**src/rtl/maj_pkg.sv**
```systemverilog
// Shared types and sizing helpers for the folded majority evaluator.
package maj_pkg;

  typedef enum logic [1:0] {IDLE, ACC, DONE} state_t;

  function automatic int f_cw(input int n);
    return $clog2(n + 1);
  endfunction

  function automatic int f_passes(input int n, input int chunk);
    return (n + chunk - 1) / chunk;
  endfunction

endpackage

```
**src/rtl/maj_chunk_popcount.sv**
```systemverilog
// Combinational popcount of one CHUNK-bit slice of the voter vector.
module maj_chunk_popcount #(
  parameter int CHUNK = 7
) (
  input  logic [CHUNK-1:0]               bits,
  output logic [$clog2(CHUNK+1)-1:0]     count
);

  localparam int PCW = $clog2(CHUNK + 1);

  always_comb begin
    count = '0;
    for (int i = 0; i < CHUNK; i++) begin
      count = count + PCW'(bits[i]);
    end
  end

endmodule

```
**src/rtl/folded_majority_unit.sv**
```systemverilog
// Folded threshold/majority evaluator: popcounts CHUNK bits per cycle into an
// accumulator, then compares the total against the latched threshold.
module folded_majority_unit
  import maj_pkg::*;
#(
  parameter int N     = 49,
  parameter int CHUNK = 7
) (
  input  logic                     clk,
  input  logic                     rst,
  input  logic                     in_valid,
  output logic                     in_ready,
  input  logic [N-1:0]             in_x,
  input  logic                     in_thr_en,
  input  logic [$clog2(N+1)-1:0]   in_thr,
  output logic                     out_valid,
  input  logic                     out_ready,
  output logic                     out_y,
  output logic [$clog2(N+1)-1:0]   out_count,
  output logic                     busy
);

  localparam int CW      = f_cw(N);
  localparam int PASSES  = f_passes(N, CHUNK);
  localparam int PW      = PASSES * CHUNK;
  localparam int PCW     = $clog2(CHUNK + 1);
  localparam int MAJ_THR = (N + 1) / 2;
  localparam int PCNT_W  = (PASSES > 1) ? $clog2(PASSES) : 1;

  state_t              state, state_nxt;
  logic                accept;
  logic                last_pass;
  logic [PW-1:0]       shreg;
  logic [CW-1:0]       acc;
  logic [CW-1:0]       acc_nxt;
  logic [CW-1:0]       thr;
  logic [PCW-1:0]      chunk_cnt;
  logic [PCNT_W-1:0]   pass_cnt;

  maj_chunk_popcount #(.CHUNK(CHUNK)) u_chunk_popcount (
    .bits  (shreg[CHUNK-1:0]),
    .count (chunk_cnt)
  );

  // CHUNK <= N, so the chunk count always fits in CW bits.
  assign acc_nxt   = acc + CW'(chunk_cnt);
  assign last_pass = (pass_cnt == PCNT_W'(PASSES - 1));

  always_comb begin
    in_ready  = (state == IDLE) || ((state == DONE) && out_ready);
    out_valid = (state == DONE);
    busy      = (state == ACC);
    accept    = in_valid && in_ready;
    state_nxt = state;
    case (state)
      IDLE:    if (accept) state_nxt = ACC;
      ACC:     if (last_pass) state_nxt = DONE;
      DONE:    if (out_ready) state_nxt = accept ? ACC : IDLE;
      default: state_nxt = IDLE;
    endcase
  end

  always_ff @(posedge clk or posedge rst) begin
    if (rst) begin
      state     <= IDLE;
      pass_cnt  <= '0;
      out_y     <= 1'b0;
      out_count <= '0;
    end else begin
      state <= state_nxt;
      if (accept) begin
        pass_cnt <= '0;
      end else if (state == ACC) begin
        pass_cnt <= pass_cnt + PCNT_W'(1);
      end
      if ((state == ACC) && last_pass) begin
        out_count <= acc_nxt;
        out_y     <= (acc_nxt >= thr);
      end
    end
  end

  // Request datapath: padding bits above N are zero and contribute nothing.
  always_ff @(posedge clk) begin
    if (accept) begin
      shreg <= PW'(in_x);
      acc   <= '0;
      thr   <= in_thr_en ? in_thr : CW'(MAJ_THR);
    end else if (state == ACC) begin
      shreg <= shreg >> CHUNK;
      acc   <= acc_nxt;
    end
  end

endmodule
```
**config.mk**
```make
export PLATFORM = sky130hd
export DESIGN_NAME = folded_majority_unit
export DESIGN_NICKNAME = d
export VERILOG_FILES = /design/src/rtl/maj_pkg.sv /design/src/rtl/maj_chunk_popcount.sv /design/src/rtl/folded_majority_unit.sv
export SDC_FILE = /design/constraint.sdc
export NUM_CORES = 1
export LEC_CHECK = 0
export CAP_MARGIN = 10
export CELL_PAD_IN_SITES_DETAIL_PLACEMENT = 1
export CELL_PAD_IN_SITES_GLOBAL_PLACEMENT = 1
export CORE_MARGIN = 3
export CORE_UTILIZATION = 48
export CTS_BUF_LIST = sky130_fd_sc_hd__clkbuf_8
export DETAILED_ROUTE_END_ITERATION = 16
export PLACE_DENSITY_LB_ADDON = 0.1
export SLEW_MARGIN = 5
export SYNTH_ARGS = -nofsm -noshare
export SYNTH_HDL_FRONTEND = slang
export SYNTH_SLANG_ARGS = --single-unit
```
**constraint.sdc**
```tcl
create_clock -name clk -period 6.7 [get_ports clk]
set_clock_uncertainty 0.15 [all_clocks]
set_input_delay 1.34 -clock clk [delete_from_list [all_inputs] [get_ports clk]]
set_output_delay 1.34 -clock clk [all_outputs]
set_load 0.02 [all_outputs]
```
==> results.cfg <==
[cts]
cts_tree = yes
clockBufferDepth = 2
path_clk_slew_ps = 70
post_cts_resized = 0
htreeDepth = 3
cts_hold_buf = 0
cts_buffers = 9
insertion_delay_ps = 340
cts_root_buf = clkbuf_8
post_cts.repair.setup_buffers = 0
cts.sinks = 73

[cells_and_area]
multi_input_area_mm2 = 0.00136
final_area_mm2 = 0.00459
drive_gt1_share_pct = 23.6
syn_to_final_growth_pct = 26.1
diodes = 0
seqCellArea_mm2 = 0.00207
fin_nets = 388
fillers = 704
fin_cells = 413
mostFrequentLayoutCell = clkdlybuf4s50_1
layout_common_cells = 69 x clkdlybuf4s50_1, 55 x edfxtp_1, 40 x mux2_4

[timing]
tightest_slew_ps = 1120
finalSetupViolCount = 0
finalCriticalPeriod_ps = 4700
fin_crit_sh_pct = 70.1
hold_viol_final = 0
rsz0062_at_grt = false
fmax_ghz = 0.213
finalSetupTns_ps = 0
drv_slew = 0
relSlewSlack_pct = 25.0
whs_ps = 325

[yosys]
synth_cell_type_count = 34
synth.avg_cell_area_um2 = 15.4
ys_ff_latch = 73
synth_fp_nets = 315
ys_warn_count = 0
synth_seq_area_share_pct = 56.8
netlist_area_mm2 = 0.00364
netlist_instances = 236

[global_route]
grt_pass1_vias = 2252
grt_pass1_wl_mm = 11.4
track_usage_pct = 17.7
gr-total-overflow = 0
antenna_found_initial = 0
grt_max_degree = 53

[worst_setup_path]
path_max_fanout = 3
r2r_start = shreg[0]$_DFFE_PP_
cp-startpoint = shreg[0]$_DFFE_PP_
critical_path_arrival_ps = 4780
critPathRequiredTime_ps = 6780
cp-start-kind = register
worst_setup_path_end_kind = register
worstSetupPathType = reg2reg

[placement]
place.gp.congestion = 0.820
numPortBuffers = 69
place_area_mm2 = 0.00434
dp_cells = 397
hpwl_mm = 4.96

[pwr]
vdd_drop_max_uv = 295
leakagePower_nw = 1.95
p_per_area_mw_per_mm2 = 599

[routing]
vias = 2059
wirelength_mm = 7.26
vias_per_cell = 4.99
drt_pass1_iterations = 5
wl_per_cell_um = 17.6
detail-route-antenna-nets = 0
drc = 0
initialDrtViolationCount = 75

[floorplan]
die-area_mm2 = 0.00868
core_area_mm2 = 0.00729
die_h_um = 93.1
start_util_pct = 50.0
num_rows = 31
ios = 70
dieWidth_um = 93.1

[run_status]
status = complete, no violations

[worst_hold_path]
hp-start = acc[0]$_SDFFE_PP0P_
hold_path.class = reg2reg

[flow_run]
cap_violations = 0
[Yosys cell counts]
master / n / area (um^2)
fa_1: 4 / 80.1
inv_2: 1 / 3.75
buf_12: 5 / 100
and2_4: 1 / 8.76
nand3_1: 1 / 5.00
nand4_1: 2 / 12.5
nor2b_1: 1 / 6.26
and2b_1: 1 / 7.51
nand2_1: 11 / 41.3
nand2b_1: 7 / 43.8
o31a_1: 1 / 8.76
or2_2: 1 / 6.26
xnor2_1: 2 / 17.5
and2_1: 3 / 18.8
a21oi_4: 1 / 16.3
edfxtp_1: 55 / 1650
mux2_2: 5 / 56.3
ha_1: 15 / 188
mux2_4: 40 / 601
xor2_1: 4 / 35.0
a21oi_1: 6 / 30.0
a21o_1: 1 / 7.51
buf_6: 2 / 22.5
inv_6: 1 / 8.76
a32o_1: 1 / 10.0
nand3_2: 1 / 10.0
inv_1: 20 / 75.1
dfxtp_1: 6 / 120
and3_2: 7 / 52.6
nor2_1: 4 / 15.0
o21ai_0: 10 / 50.1
dfrtp_1: 12 / 300
o221ai_1: 1 / 8.76
a22o_1: 3 / 26.3
[through the flow]
step                      utilization [%]  setup slack, ps  power (mW)
final                                63.0             2000        2.75
after global routing                 63.0             1810        2.99
after CTS                            63.0             2010        2.78
after detailed placement             59.5             2170        2.30
after global placement               59.5             2380        2.21
after floorplan                         -             2520        1.92
[sequential cells by signal, indices dropped and copies added, names as in the netlist]
register / flops
shreg: 49
acc: 6
out_count: 6
thr: 6
pass_cnt: 3
state: 2
out_y: 1
[kinds of logic (layout without fill, tap and decap cells)]
logic type | count (synthesis) | in the layout | synth area share [%]
flip-flops | 73 | 73 | 56.8
multiplexers | 45 | 45 | 18.0
AND/OR/NAND/NOR | 40 | 40 | 6.25
buffers and inverters | 29 | 107 | 5.77
AO/OA/AOI/OAI | 24 | 24 | 4.33
adder cells (fa/ha/maj) | 19 | 19 | 7.35
XOR/XNOR | 6 | 6 | 1.44
[layer usage]
layer  vias up  routed length [um]  track usage (%)
li1        992                   -                -
met1      1010                3020             20.9
met2        48                3700             29.4
met3         9                 406             5.47
met4         0                 126             8.06
met5         -                   0                0
[power by group]
| group | internal, mW | switching, mW |
|---|---|---|
| Sequential | 0.770 | 0.0908 |
| Combinational | 0.691 | 0.757 |
| Clock | 0.282 | 0.162 |
| Total | 1.74 | 1.01 |
[cell type report]
cell class / count / area share (%)
Clock inverter: 7 / 2.91
Multi-Input combinational cell: 134 / 29.7
Timing Repair Buffer: 69 / 15.0
Clock buffer: 9 / 2.70
Tap cell: 99 / 2.70
Sequential cell: 73 / 45.1
Inverter: 22 / 1.91
[critical path: stages (launching register included)]
cell and delay, ps:
edfxtp_1 410, ha_1 310, inv_1 70, fa_1 430
fa_1 510, inv_1 40, ha_1 180, fa_1 490
fa_1 460, a21oi_1 200, nor2b_1 90, xnor2_1 280
inv_1 90, ha_1 320, a21oi_1 160, o221ai_1 140
o31a_1 260
[worst paths after layout]
check | cells after the start | slack (ps) | end
worst min register to register | 2 | 330 | acc[0]$_SDFFE_PP0P_
worst max-delay path | 16 | 2000 | out_y$_DFFE_PP0P_
worst max register to register | 16 | 2000 | out_y$_DFFE_PP0P_
worst min-delay path | 2 | 330 | acc[0]$_SDFFE_PP0P_
min in group asynchronous | 2 | 1170 | pass_cnt[0]$_DFFE_PP0P_
max in group asynchronous | 2 | 4890 | state[0]$_DFFE_PP0P_
Power figures use the tool's default switching activity.
